[src/rtl/bus_arb_pkg.sv]
// ---------------------------------------------------------------------------
// bus_arb_pkg
// Shared types and helpers for the internal data-bus arbiter.
//   arb_state_t    : arbiter FSM states (IDLE, GRANT, TURN)
//   MAX_NREQ       : largest supported requester count
//   idx_w()        : width of a binary requester index for n requesters
//   onehot_to_idx(): binary index of the set bit in a one-hot (or zero) vector
// ---------------------------------------------------------------------------
package bus_arb_pkg;

  typedef enum logic [1:0] {
    IDLE  = 2'd0,
    GRANT = 2'd1,
    TURN  = 2'd2
  } arb_state_t;

  localparam int MAX_NREQ = 8;

  function automatic int idx_w(input int n);
    return (n > 1) ? $clog2(n) : 1;
  endfunction

  // OR-reduction of the indices of set bits; exact for one-hot input,
  // zero for an all-zero vector.
  function automatic logic [2:0] onehot_to_idx(input logic [MAX_NREQ-1:0] oh);
    logic [2:0] idx;
    idx = '0;
    for (int i = 0; i < MAX_NREQ; i++) begin
      if (oh[i]) idx = idx | 3'(i);
    end
    return idx;
  endfunction

endpackage

[src/rtl/rr_picker.sv]
// ---------------------------------------------------------------------------
// rr_picker
// Combinational round-robin select: the first candidate at or after ptr,
// wrapping modulo NREQ. Candidates are req bits not masked by excl.
// Ports:
//   req     in  [NREQ-1:0]  request vector
//   ptr     in  [IDW-1:0]   highest-priority index (must be < NREQ)
//   excl    in  [NREQ-1:0]  requesters removed from this selection
//   win_oh  out [NREQ-1:0]  one-hot winner, zero when nothing found
//   win_idx out [IDW-1:0]   binary index of the winner, zero when nothing found
//   found   out             a winner exists
// ---------------------------------------------------------------------------
module rr_picker
  import bus_arb_pkg::*;
#(
  parameter int NREQ = 4
) (
  input  logic [NREQ-1:0]         req,
  input  logic [idx_w(NREQ)-1:0]  ptr,
  input  logic [NREQ-1:0]         excl,
  output logic [NREQ-1:0]         win_oh,
  output logic [idx_w(NREQ)-1:0]  win_idx,
  output logic                    found
);

  localparam int IDW = idx_w(NREQ);

  logic [NREQ-1:0]   cand;
  logic [2*NREQ-1:0] cand_dbl;
  logic [NREQ-1:0]   cand_rot;
  logic [NREQ-1:0]   win_rot;
  logic [2*NREQ-1:0] win_dbl;

  // Rotate candidates right by ptr so the priority position lands on bit 0,
  // isolate the lowest set bit, then rotate the winner back left by ptr.
  always_comb begin
    cand     = req & ~excl;
    cand_dbl = {cand, cand} >> ptr;
    cand_rot = cand_dbl[NREQ-1:0];
    win_rot  = cand_rot & (~cand_rot + NREQ'(1));
    win_dbl  = {win_rot, win_rot} << ptr;
    win_oh   = win_dbl[2*NREQ-1:NREQ];
    found    = |cand;
  end

  assign win_idx = IDW'(onehot_to_idx(MAX_NREQ'(win_oh)));

endmodule

[src/rtl/bus_arbiter.sv]
// ---------------------------------------------------------------------------
// bus_arbiter
// Round-robin arbiter for the CPU internal tristate data bus. Grants are
// one-hot and registered so they can drive out_enable of the bus drivers
// directly; TURNAROUND dead cycles separate different owners.
// Optional feature macro: BUS_ARB_TIMEOUT_EN -- forced release of an unlocked
// owner after MAX_HOLD grant cycles when another requester is waiting.
// Ports:
//   clk        in               rising-edge clock
//   reset      in               synchronous, active-high reset
//   req        in  [NREQ-1:0]   level-sensitive bus requests
//   lock       in  [NREQ-1:0]   owner keeps the bus while its lock bit is high
//   gnt        out [NREQ-1:0]   one-hot grant (tristate out_enable)
//   gnt_id     out [IDW-1:0]    binary owner index, 0 when no grant
//   gnt_valid  out              any grant active
//   turnaround out              bus dead cycle
//   timeout    out              one-cycle pulse on forced release
// ---------------------------------------------------------------------------
module bus_arbiter
  import bus_arb_pkg::*;
#(
  parameter int NREQ       = 4,
  parameter int TURNAROUND = 1,
  parameter int MAX_HOLD   = 16
) (
  input  logic                    clk,
  input  logic                    reset,
  input  logic [NREQ-1:0]         req,
  input  logic [NREQ-1:0]         lock,
  output logic [NREQ-1:0]         gnt,
  output logic [idx_w(NREQ)-1:0]  gnt_id,
  output logic                    gnt_valid,
  output logic                    turnaround,
  output logic                    timeout
);

  localparam int IDW = idx_w(NREQ);
  localparam int TCW = 2;
  localparam logic [TCW-1:0] TURN_LOAD = TCW'((TURNAROUND > 0) ? TURNAROUND - 1 : 0);

  if (NREQ < 2 || NREQ > MAX_NREQ || TURNAROUND < 0 || TURNAROUND > 3 ||
      MAX_HOLD < 1) begin : g_param_check
    $error("bus_arbiter: parameter out of range");
  end

  arb_state_t      state_q, state_d;
  logic [IDW-1:0]  ptr_q, ptr_d;
  logic [NREQ-1:0] gnt_q, gnt_d;
  logic [IDW-1:0]  gnt_id_q, gnt_id_d;
  logic            gnt_valid_q, gnt_valid_d;
  logic            turnaround_q, turnaround_d;
  logic [TCW-1:0]  tcnt_q, tcnt_d;

  logic [NREQ-1:0] excl;
  logic [NREQ-1:0] win_oh;
  logic [IDW-1:0]  win_idx;
  logic            found;
  logic            own_hold;
  logic            force_rel;
  logic            release_own;
  logic            do_grant;
  logic            do_idle;

  // Only a releasing owner is excluded; after a dead cycle the previous owner
  // competes again, already last in line because ptr sits just past it.
  assign excl = (state_q == GRANT) ? gnt_q : '0;

  rr_picker #(.NREQ(NREQ)) u_pick (
    .req     (req),
    .ptr     (ptr_q),
    .excl    (excl),
    .win_oh  (win_oh),
    .win_idx (win_idx),
    .found   (found)
  );

  assign own_hold = |(gnt_q & (req | lock));

`ifdef BUS_ARB_TIMEOUT_EN
  localparam int HCW = $clog2(MAX_HOLD + 1);
  localparam logic [HCW-1:0] HOLD_MAX = HCW'(MAX_HOLD);

  logic [HCW-1:0] hold_q, hold_d;
  logic           timeout_q, timeout_d;
  logic           others_pending;
  logic           owner_locked;

  assign others_pending = |(req & ~gnt_q);
  assign owner_locked   = |(gnt_q & lock);
  // A natural release takes precedence, so the pulse marks only releases
  // that the owner did not ask for.
  assign force_rel      = own_hold && (hold_q >= HOLD_MAX) && others_pending && !owner_locked;
`else
  assign force_rel = 1'b0;
`endif

  assign release_own = ~own_hold | force_rel;

  always_comb begin
    state_d      = state_q;
    ptr_d        = ptr_q;
    gnt_d        = gnt_q;
    gnt_id_d     = gnt_id_q;
    gnt_valid_d  = gnt_valid_q;
    turnaround_d = 1'b0;
    tcnt_d       = tcnt_q;
    do_grant     = 1'b0;
    do_idle      = 1'b0;
`ifdef BUS_ARB_TIMEOUT_EN
    hold_d       = hold_q;
    timeout_d    = 1'b0;
`endif

    case (state_q)
      IDLE: begin
        if (found) do_grant = 1'b1;
        else       do_idle  = 1'b1;
      end

      GRANT: begin
        if (release_own) begin
`ifdef BUS_ARB_TIMEOUT_EN
          timeout_d = force_rel;
          hold_d    = '0;
`endif
          if (TURNAROUND == 0) begin
            if (found) do_grant = 1'b1;
            else       do_idle  = 1'b1;
          end else begin
            state_d      = TURN;
            turnaround_d = 1'b1;
            tcnt_d       = TURN_LOAD;
            gnt_d        = '0;
            gnt_id_d     = '0;
            gnt_valid_d  = 1'b0;
          end
        end else begin
`ifdef BUS_ARB_TIMEOUT_EN
          // Saturate so a long uncontested hold releases as soon as
          // another requester shows up.
          if (hold_q != HOLD_MAX) hold_d = hold_q + HCW'(1);
`endif
        end
      end

      TURN: begin
        if (tcnt_q != '0) begin
          tcnt_d       = tcnt_q - TCW'(1);
          turnaround_d = 1'b1;
        end else if (found) begin
          do_grant = 1'b1;
        end else begin
          do_idle = 1'b1;
        end
      end

      default: do_idle = 1'b1;
    endcase

    if (do_grant) begin
      state_d     = GRANT;
      gnt_d       = win_oh;
      gnt_id_d    = win_idx;
      gnt_valid_d = 1'b1;
      ptr_d       = (win_idx == IDW'(NREQ - 1)) ? '0 : win_idx + IDW'(1);
`ifdef BUS_ARB_TIMEOUT_EN
      hold_d      = HCW'(1);
`endif
    end

    if (do_idle) begin
      state_d     = IDLE;
      gnt_d       = '0;
      gnt_id_d    = '0;
      gnt_valid_d = 1'b0;
    end
  end

  always_ff @(posedge clk) begin
    if (reset) begin
      state_q      <= IDLE;
      ptr_q        <= '0;
      gnt_q        <= '0;
      gnt_id_q     <= '0;
      gnt_valid_q  <= 1'b0;
      turnaround_q <= 1'b0;
      tcnt_q       <= '0;
    end else begin
      state_q      <= state_d;
      ptr_q        <= ptr_d;
      gnt_q        <= gnt_d;
      gnt_id_q     <= gnt_id_d;
      gnt_valid_q  <= gnt_valid_d;
      turnaround_q <= turnaround_d;
      tcnt_q       <= tcnt_d;
    end
  end

`ifdef BUS_ARB_TIMEOUT_EN
  always_ff @(posedge clk) begin
    if (reset) begin
      hold_q    <= '0;
      timeout_q <= 1'b0;
    end else begin
      hold_q    <= hold_d;
      timeout_q <= timeout_d;
    end
  end

  assign timeout = timeout_q;
`else
  assign timeout = 1'b0;
`endif

  assign gnt        = gnt_q;
  assign gnt_id     = gnt_id_q;
  assign gnt_valid  = gnt_valid_q;
  assign turnaround = turnaround_q;

endmodule

[config.mk]
export PLATFORM = sky130hd
export DESIGN_NAME = bus_arbiter
export DESIGN_NICKNAME = d
export VERILOG_FILES = /design/src/rtl/bus_arb_pkg.sv /design/src/rtl/rr_picker.sv /design/src/rtl/bus_arbiter.sv
export SDC_FILE = /design/constraint.sdc
export NUM_CORES = 1
export LEC_CHECK = 0
export CAP_MARGIN = 20
export CORE_UTILIZATION = 41
export DETAILED_ROUTE_END_ITERATION = 8
export DONT_BUFFER_PORTS = 1
export GPL_ROUTABILITY_DRIVEN = 0
export PLACE_DENSITY_LB_ADDON = 0.25
export RECOVER_POWER = 100
export SKIP_LAST_GASP = 1
export SLEW_MARGIN = 5
export SYNTH_ARGS = -nofsm -noshare
export SYNTH_HDL_FRONTEND = slang
export SYNTH_SLANG_ARGS = --single-unit
[constraint.sdc]
create_clock -name clk -period 3.44 [get_ports clk]
set_input_delay 0.516 -clock clk [delete_from_list [all_inputs] [get_ports clk]]
set_output_delay 0.516 -clock clk [all_outputs]
set_load 0.02 [all_outputs]
==> results of run 1 <==
[path summary, 6_finish.rpt]
| check | from | end |
|---|---|---|
| max | gnt_valid | gnt_id[1] |
| min | reset | turnaround |
| max reg2reg | gnt_valid | gnt_id[1] |
| min reg2reg | tcnt_q[1] | tcnt_q[1] |
[stage by stage]
stage | worst slack [ns] | hold WS [ns] | cell area, sq um | power (mW) | instances
floorplan | 1.62 | 0.451 | 836 | 0.383 | 102
global placement | 1.24 | 0.471 | 831 | 0.404 | 121
detailed placement | 1.16 | 0.480 | 831 | 0.407 | 121
CTS | 1.12 | 0.290 | 857 | 0.504 | 125
global route | 0.480 | 0.273 | 853 | 0.540 | 125
finish | 0.734 | 0.303 | 853 | 0.499 | 125
[final cells by class]
cell class	count	area share, %
Sequential cell	13	30.5
Inverter	7	3.08
Clock buffer	4	3.08
Multi-Input combinational cell	76	59.7
Tap cell	25	3.67
[logic make-up after synthesis]
kind of cell	count (synthesis)	share of synthesized area (%)
DFF	13	31.1
buffers and inverters	13	7.49
other	1	0.449
AOI/OAI and AO/OA	43	37.4
and+or+nand+nor	27	16.0
adders and majority gates	5	7.49
[worst max-delay path: cells and delay by family, from the launching register on]
kind	cells	cell delay [ns]
compound gates	4	1.63
flops	1	0.42
fa+ha+maj	1	0.39
simple gates	1	0.20
[per-layer routing]
| layer | global-route usage [%] | routed length, um | part of all wire [%] |
|---|---|---|---|
| met1 | 26.4 | 936 | 52 |
| met3 | 8.46 | 122 | 6.8 |
| met4 | 5.14 | 14 | 0.78 |
| met2 | 25.3 | 721 | 40 |
| met5 | 0 | 0 | 0 |
[sequential cells by signal (all words and copies together) (netlist names)]
name,flops
gnt,4
ptr_q,2
gnt_id,2
state_q,1
gnt_valid,1
tcnt_q,2
turnaround,1
[cells in the final DEF (no fill, tap or decap), drive strengths merged]
cell / instances
a21boi: 4
or3b: 1
conb: 1
ha: 5
a21oi: 12
a21bo: 2
o221ai: 2
o31ai: 2
a211oi: 3
clkbuf: 4
a221oi: 1
o2111ai: 1
a211o: 1
nand3: 6
o21a: 1
nor2: 9
o32ai: 1
o21ai: 10
o311a: 1
a21o: 1
or3: 3
dfxtp: 13
nand4: 2
nand2: 4
o221a: 1
inv: 7
nand2b: 1
or2: 1
[where the power goes]
group          leakage (nW)  switching, mW  internal [mW]
registers             0.106         0.0546          0.175
clock network        0.0150         0.0492         0.0449
logic                 0.180          0.111         0.0642
==> metrics.txt, run 1 <==
status completed; critical setup path kind flip-flop to flip-flop; initial drt markers 20; CP arrival a little under 3 ns; main flop type after synthesis dfxtp_1; GR Util All Layers 18.6%; post-synth cell types 35; setup_tns 0 ns; drt wl/cell approximately 14 um; Synth area leader dfxtp_1; Critical Path, Cell by Cell ha_1 > a21boi_0 > nor2_1 > a21oi_1 > o21ai_0 > a21oi_1; Ys Warns 0; synthesis-to-layout area growth 2.10%; Num Clock Sinks 13; Ports 19; vias in the first global route 621; Post-DRT Antenna Nets 0; drc violations 0; Post-CTS Setup Bufs 0; Worst R2R Path Depth 6; synthesized net count 117; endpoints failing hold 0; #FFs+latches synth 13; die area 2220 sq um; Worst slew margin between 40% and 50%; Seq/Total Area, Yosys 31.1%; synthesized area 836 sq um; most used cell, CP a21oi_1; Starting Density a little under half; worst-case clock buffer depth 2; hold_buf cts 0; final setup fails 0; htree depth 1; post-DP HPWL ~1300 um; layout cells sized above 1 about an eighth; number of max-cap violations 0; Critical Path RT 3.64 ns; Post-Syn Instances just over 100; Max Clk Rate 0.370 GHz; Pleak 0.301 nW; # fillers around 190; row cnt 15; Worst Setup End Kind flip-flop; die height between 40 and 50 um; Finished Core Util 46.9%; Synth top area share approximately 31%; Pins Over Slew Limit 0; routed via count about 740; CTS clock-pin slew for the worst setup and hold paths 0.08 ns; Synth top cells by count dfxtp_1 (13), a21oi_1 (12), o21ai_0 (9), nor2_1 (8), inv_1 (7); Core Area 1820 sq um; register area 260 sq um; Post-synth EDFFs 0; power per cell area 584 nW/um^2; total grt overflow 0; Final period util 78.7%; Critical-path top delay cell a21oi_1; CTS resizes 0; footprint of the multi-input gates a little over 500 sq um; Peak supply drop about 0.30 mV; HP Class primary input to flip-flop; First-pass DRT Iterations 4; syn avg cell area 8.19 sq um; CTS tree done; Final min period roughly 2.7 ns; setup slack, reg-to-reg 0.73 ns; RSZ-0062 raised after global routing false; CP max stage delay 0.66 ns; Port Buffer Count 0; Synth area leaders dfxtp_1 (31%), ha_1 (7.5%), a21oi_1 (7.2%); total wire length 1800 um; CP max FO 11; Final Skew 0.000988 ns; nets 116; largest net degree at the start of global routing 12; drt via density 5.94; Ant. Diodes 0; WHS Path Cells 1; most common cell in the synthesized netlist dfxtp_1; measured slew at the worst slew-check pin roughly 0.78 ns; total CTS buffers 3; ys async rst share 0%; Skew-Pair Late Insertion Delay 0.27 ns; crit path launch type flip-flop; first-pass GRT wire length 2790 um; CTS root buffer clkbuf_4; Die W 47.2 um; initial antenna violation count 0
Power figures use the tool's default switching activity.
==> inputs of run 2 (changes only) <==
==> constraint.sdc (replaced) <==
create_clock -name clk -period 2.6 [get_ports clk]
set_input_delay 0.39 -clock clk [delete_from_list [all_inputs] [get_ports clk]]
set_output_delay 0.39 -clock clk [all_outputs]
set_load 0.02 [all_outputs]
==> run 2 against run 1 <==
Largest cell class unchanged. Sequential power is 31% higher. Count of clock-buffer cells in the layout fell by 1. Register-to-register slack worse by 0.33 ns. Die area unchanged. Largest power group unchanged. Total power up 35%. Flip-flop and latch count did not move.
==> metrics.txt, run 2 (synthesis results as in run 1) <==
Pleak 0.311 nW; CTS tree done; drt via density a little under 6; Final min period 2.19 ns; Post-DRT Antenna Nets 0; Starting Density 45.9%; Max Clk Rate 0.456 GHz; measured slew at the worst slew-check pin around 0.53 ns; critical setup path kind flip-flop to flip-flop; Skew-Pair Late Insertion Delay 0.29 ns; Die W 47.2 um; Critical-path top delay cell dfxtp_1; design area slightly below 900 sq um; Port Buffer Count 0; First-pass DRT Iterations 4; setup_tns 0 ns; Critical Path, Cell by Cell ha_1 > a21boi_2 > nor2_1 > a21oi_1 > clkbuf_1 > nor2_1 > a211oi_1; CP max FO 9; Worst R2R Path Depth 7; Ant. Diodes 0; number of max-cap violations 0; Core Area 1820 sq um; Final Skew roughly 0.0064 ns; commonest cells after routing, fill and taps aside dfxtp_1 (13), a21oi_1 (12), o21ai_0 (9), nor2_1 (8), inv_1 (7); max reg flops 4; final setup fails 0; most common cell after layout, fill and taps aside dfxtp_1; power per cell area 775 nW/um^2; nets 118; WHS Path Cells 1; Num Clock Sinks 13; Worst slew margin 64.9%; Ports 19; total wire length 1780 um; routed via count 750; Worst Setup End Kind flip-flop; htree depth 1; total grt overflow 0; drt wl/cell 14.0 um; worst-case clock buffer depth 2; die height 47.2 um; endpoints failing hold 0; Post-CTS Setup Bufs 0; largest net degree at the start of global routing 12; total CTS buffers 3; Peak supply drop 0.409 mV; drc violations 0; hold_buf cts 0; Place WS around 0.54 ns; dpl cell area roughly 850 sq um; RSZ-0062 raised after global routing false; Buf/Inv on CP 1; Pins Over Slew Limit 0; final hold slack 0.152 ns; cell family with most CP delay compound AO/OA/AOI/OAI gates; post-DP HPWL 1340 um; Final period util 84.4%; Critical Path RT 2.82 ns; CTS clock-pin slew for the worst setup and hold paths 0.09 ns; most used cell, CP nor2_1; status completed; HP Class primary input to flip-flop; die area 2220 sq um; initial drt markers 15; initial antenna violation count 0; first-pass GRT wire length 2960 um; vias in the first global route 689; CP arrival ~2.4 ns; GR Util All Layers between 20% and 30%; synthesis-to-layout area growth 4.04%; row cnt 15; Worst path depth 7; CP max stage delay 0.43 ns; CTS resizes 0; layout cells sized above 1 15.7%; CTS root buffer clkbuf_4; crit path launch type flip-flop; fin worst setup slack 0.407 ns
==> run 2: worst paths after layout <==
check,start,end,slack [ns]
worst max-delay path,gnt_valid,ptr_q[0],0.41
worst min-delay path,reset,turnaround,0.15
worst max register to register,gnt_valid,ptr_q[0],0.41
worst min register to register,tcnt_q[1],tcnt_q[1],0.48
==> run 2: power breakdown <==
group          internal (mW)  switching [mW]  total [mW]
sequential             0.231          0.0698       0.301
combinational         0.0892           0.148       0.237
clock                 0.0574          0.0783       0.136
==> run 2: area by class of cell <==
type                            count  area, sq um
Clock inverter                      1         5.00
Inverter                            7         26.3
Sequential cell                    13          260
Multi-Input combinational cell     76          513
Fill cell                         186          951
Tap cell                           25         31.3
Timing Repair Buffer                2         11.3
Clock buffer                        3         22.5
==> run 2: per-layer routing <==
layer,vias up,GRT usage [%],share of wire (%)
li1,373,-,-
met3,5,5.38,8.0
met1,340,25.3,48
met5,-,0,0
met4,0,13.7,3.4
met2,32,29.4,40
==> run 2: stage by stage <==
step                cells  util (%)  power [mW]
floorplan             102         -       0.506
global placement      123      46.5       0.545
detailed placement    123      46.5       0.548
CTS                   127      48.0       0.683
global route          127      47.8       0.726
finish                127      47.8       0.674
==> run 2: worst register-to-register path, cell delays in order, from the launching register on <==
cell and delay (ns):
dfxtp_1 0.43, ha_1 0.40, a21boi_2 0.31, nor2_1 0.13, a21oi_1 0.28, clkbuf_1 0.30
nor2_1 0.07, a211oi_1 0.21
==> inputs of run 3 (changes only) <==
==> constraint.sdc (replaced) <==
create_clock -name clk -period 2.2 [get_ports clk]
set_input_delay 0.33 -clock clk [delete_from_list [all_inputs] [get_ports clk]]
set_output_delay 0.33 -clock clk [all_outputs]
set_load 0.02 [all_outputs]
==> run 3 against run 2 <==
Utilization increased by 0.76 points. Global-route usage is 0.70 points higher. Largest power group unchanged. Combinational power up 31%. Non-clock buffer count rose by 2. Total power is 21% higher. Clock skew shrank 0.0032 ns. Worst hold slack worse by 0.052 ns. Fmax is 9.4% higher. Die area did not move. Wire length up 11%. Clock power up 16%. Critical path depth increased by 1.
==> metrics.txt, run 3 (synthesis results as in run 1) <==
layout cells sized above 1 18.3%; total wire length 1970 um; final hold slack 0.101 ns; # fillers 204; drt via density 6.05; Sw Share 43.6%; Starting Density between 40 and 50%; row cnt 15; CP max FO 9; CP arrival 2.18 ns; largest net degree at the start of global routing 12; first-pass GRT wire length 3110 um; Net Sw Power 0.356 mW; final setup fails 0; hold_buf cts 0; number of max-cap violations 0; total CTS buffers 3; commonest cells after routing, fill and taps aside dfxtp_1 (13), a21oi_1 (12), o21ai_0 (9), nor2_1 (8), inv_1 (7); Final period util 91.2%; drt wl/cell roughly 15 um; Ant. Diodes 0; Die W 47.2 um; Skew-Pair Late Insertion Delay approximately 0.29 ns; cell family with most CP delay compound AO/OA/AOI/OAI gates; CTS root buffer clkbuf_4; synthesis-to-layout area growth 5.69%; endpoints failing hold 0; Final min period 2.01 ns; routed via count about 800; Critical Path RT 2.37 ns; die area 2220 sq um; post-DP HPWL around 1400 um; critical setup path kind flip-flop to flip-flop; RSZ-0062 raised after global routing false; Finished Core Util 48.5%; worst-case clock buffer depth 2; First-pass DRT Iterations 4; HP Class primary input to flip-flop; combinational power share 38.1%; Worst Setup End Kind flip-flop; Pleak between 0.3 and 0.4 nW; share of power burned in registers a little over two fifths; Critical-path top delay cell o21ai_1; total grt overflow 0; CTS clock-pin slew for the worst setup and hold paths 0.09 ns; crit path launch type flip-flop; power per cell area 924 nW/um^2; initial drt markers 11; Port Buffer Count 0; htree depth 1; most common cell after layout, fill and taps aside dfxtp_1; vias in the first global route 729; Int Power 0.461 mW; GR Util All Layers between 20 and 25%; setup_tns 0 ns; initial antenna violation count 0; max reg flops 4; nets 120; clock share of power 19.3%; Pins Over Slew Limit 0; Max Clk Rate 0.499 GHz; die height approximately 47 um; Ports 19; Post-DRT Antenna Nets 0; Final Skew 0.00320 ns; CTS tree done; Buf/Inv on CP 2; Core Area 1820 sq um; Num Clock Sinks 13; drc violations 0; CP max stage delay 0.37 ns; status completed; Critical Path, Cell by Cell inv_1 > ha_2 > a21boi_2 > nor2_1 > nand2_1 > o21ai_1 > clkbuf_1 > a21oi_1; Post-CTS Setup Bufs 0; Peak supply drop 0.348 mV
==> run 3: cell types whose count changed in the layout (fill, tap and decap cells not counted), sizes merged <==
cell    previous run  this run
clkinv             1         0
clkbuf             4         6
buf                1         2
==> run 3: final timing paths <==
kind	start	to	slack (ns)	cells past startpoint
worst max-delay path	state_q[1]	gnt[1]	0.19	8
worst min-delay path	reset	turnaround	0.10	1
worst max register to register	state_q[1]	gnt[1]	0.19	8
worst min register to register	tcnt_q[1]	tcnt_q[1]	0.48	2
==> run 3: repair_timing <==
action / 4_1_cts / 5_1_grt
gates resized for setup: 0 / 1
setup endpoints to repair: 0 / 3
hold endpoints to repair: 0 / 0
==> run 3: final cells by class <==
type                            count  area [sq um]  area share, %
Clock buffer                        4          26.3           2.97
Tap cell                           25          31.3           3.54
Timing Repair Buffer                4          23.8           2.69
Inverter                            7          26.3           2.97
Sequential cell                    13           260           29.5
Multi-Input combinational cell     76           515           58.4
==> run 3: worst reg2reg max path: stages (launching register included) <==
cell,delay [ns]
dfxtp_1,0.34
inv_1,0.10
ha_2,0.33
a21boi_2,0.13
nor2_1,0.25
nand2_1,0.11
o21ai_1,0.37
clkbuf_1,0.23
a21oi_1,0.06
==> run 3: metal layers <==
metal | wire, um | vias up | GRT usage [%]
met2 | 800 | 44 | 32.5
li1 | - | 377 | -
met1 | 961 | 352 | 26.9
met4 | 59 | 0 | 10.3
met3 | 152 | 7 | 4.23
met5 | 0 | - | 0
==> run 3: per-stage QoR <==
| stage | cell area, sq um | total power [mW] | worst slack, ns | std cells |
|---|---|---|---|---|
| 2_1_floorplan | 836 | 0.598 | 0.378 | 102 |
| 3_3_place_gp | 861 | 0.651 | 0.258 | 125 |
| 3_5_place_dp | 861 | 0.658 | 0.230 | 125 |
| 4_1_cts | 887 | 0.818 | 0.178 | 129 |
| 5_1_grt | 883 | 0.875 | 0.0681 | 129 |
| 6_report | 883 | 0.816 | 0.194 | 129 |
==> run 3: power groups by stage <==
stage                     clock network (mW)  logic [mW]  registers (mW)
after global placement                     0       0.301           0.350
after CTS                              0.161       0.311           0.347
after floorplan                            0       0.259           0.339
after global routing                   0.166       0.352           0.357
after detailed placement                   0       0.307           0.352
final                                  0.158       0.311           0.348
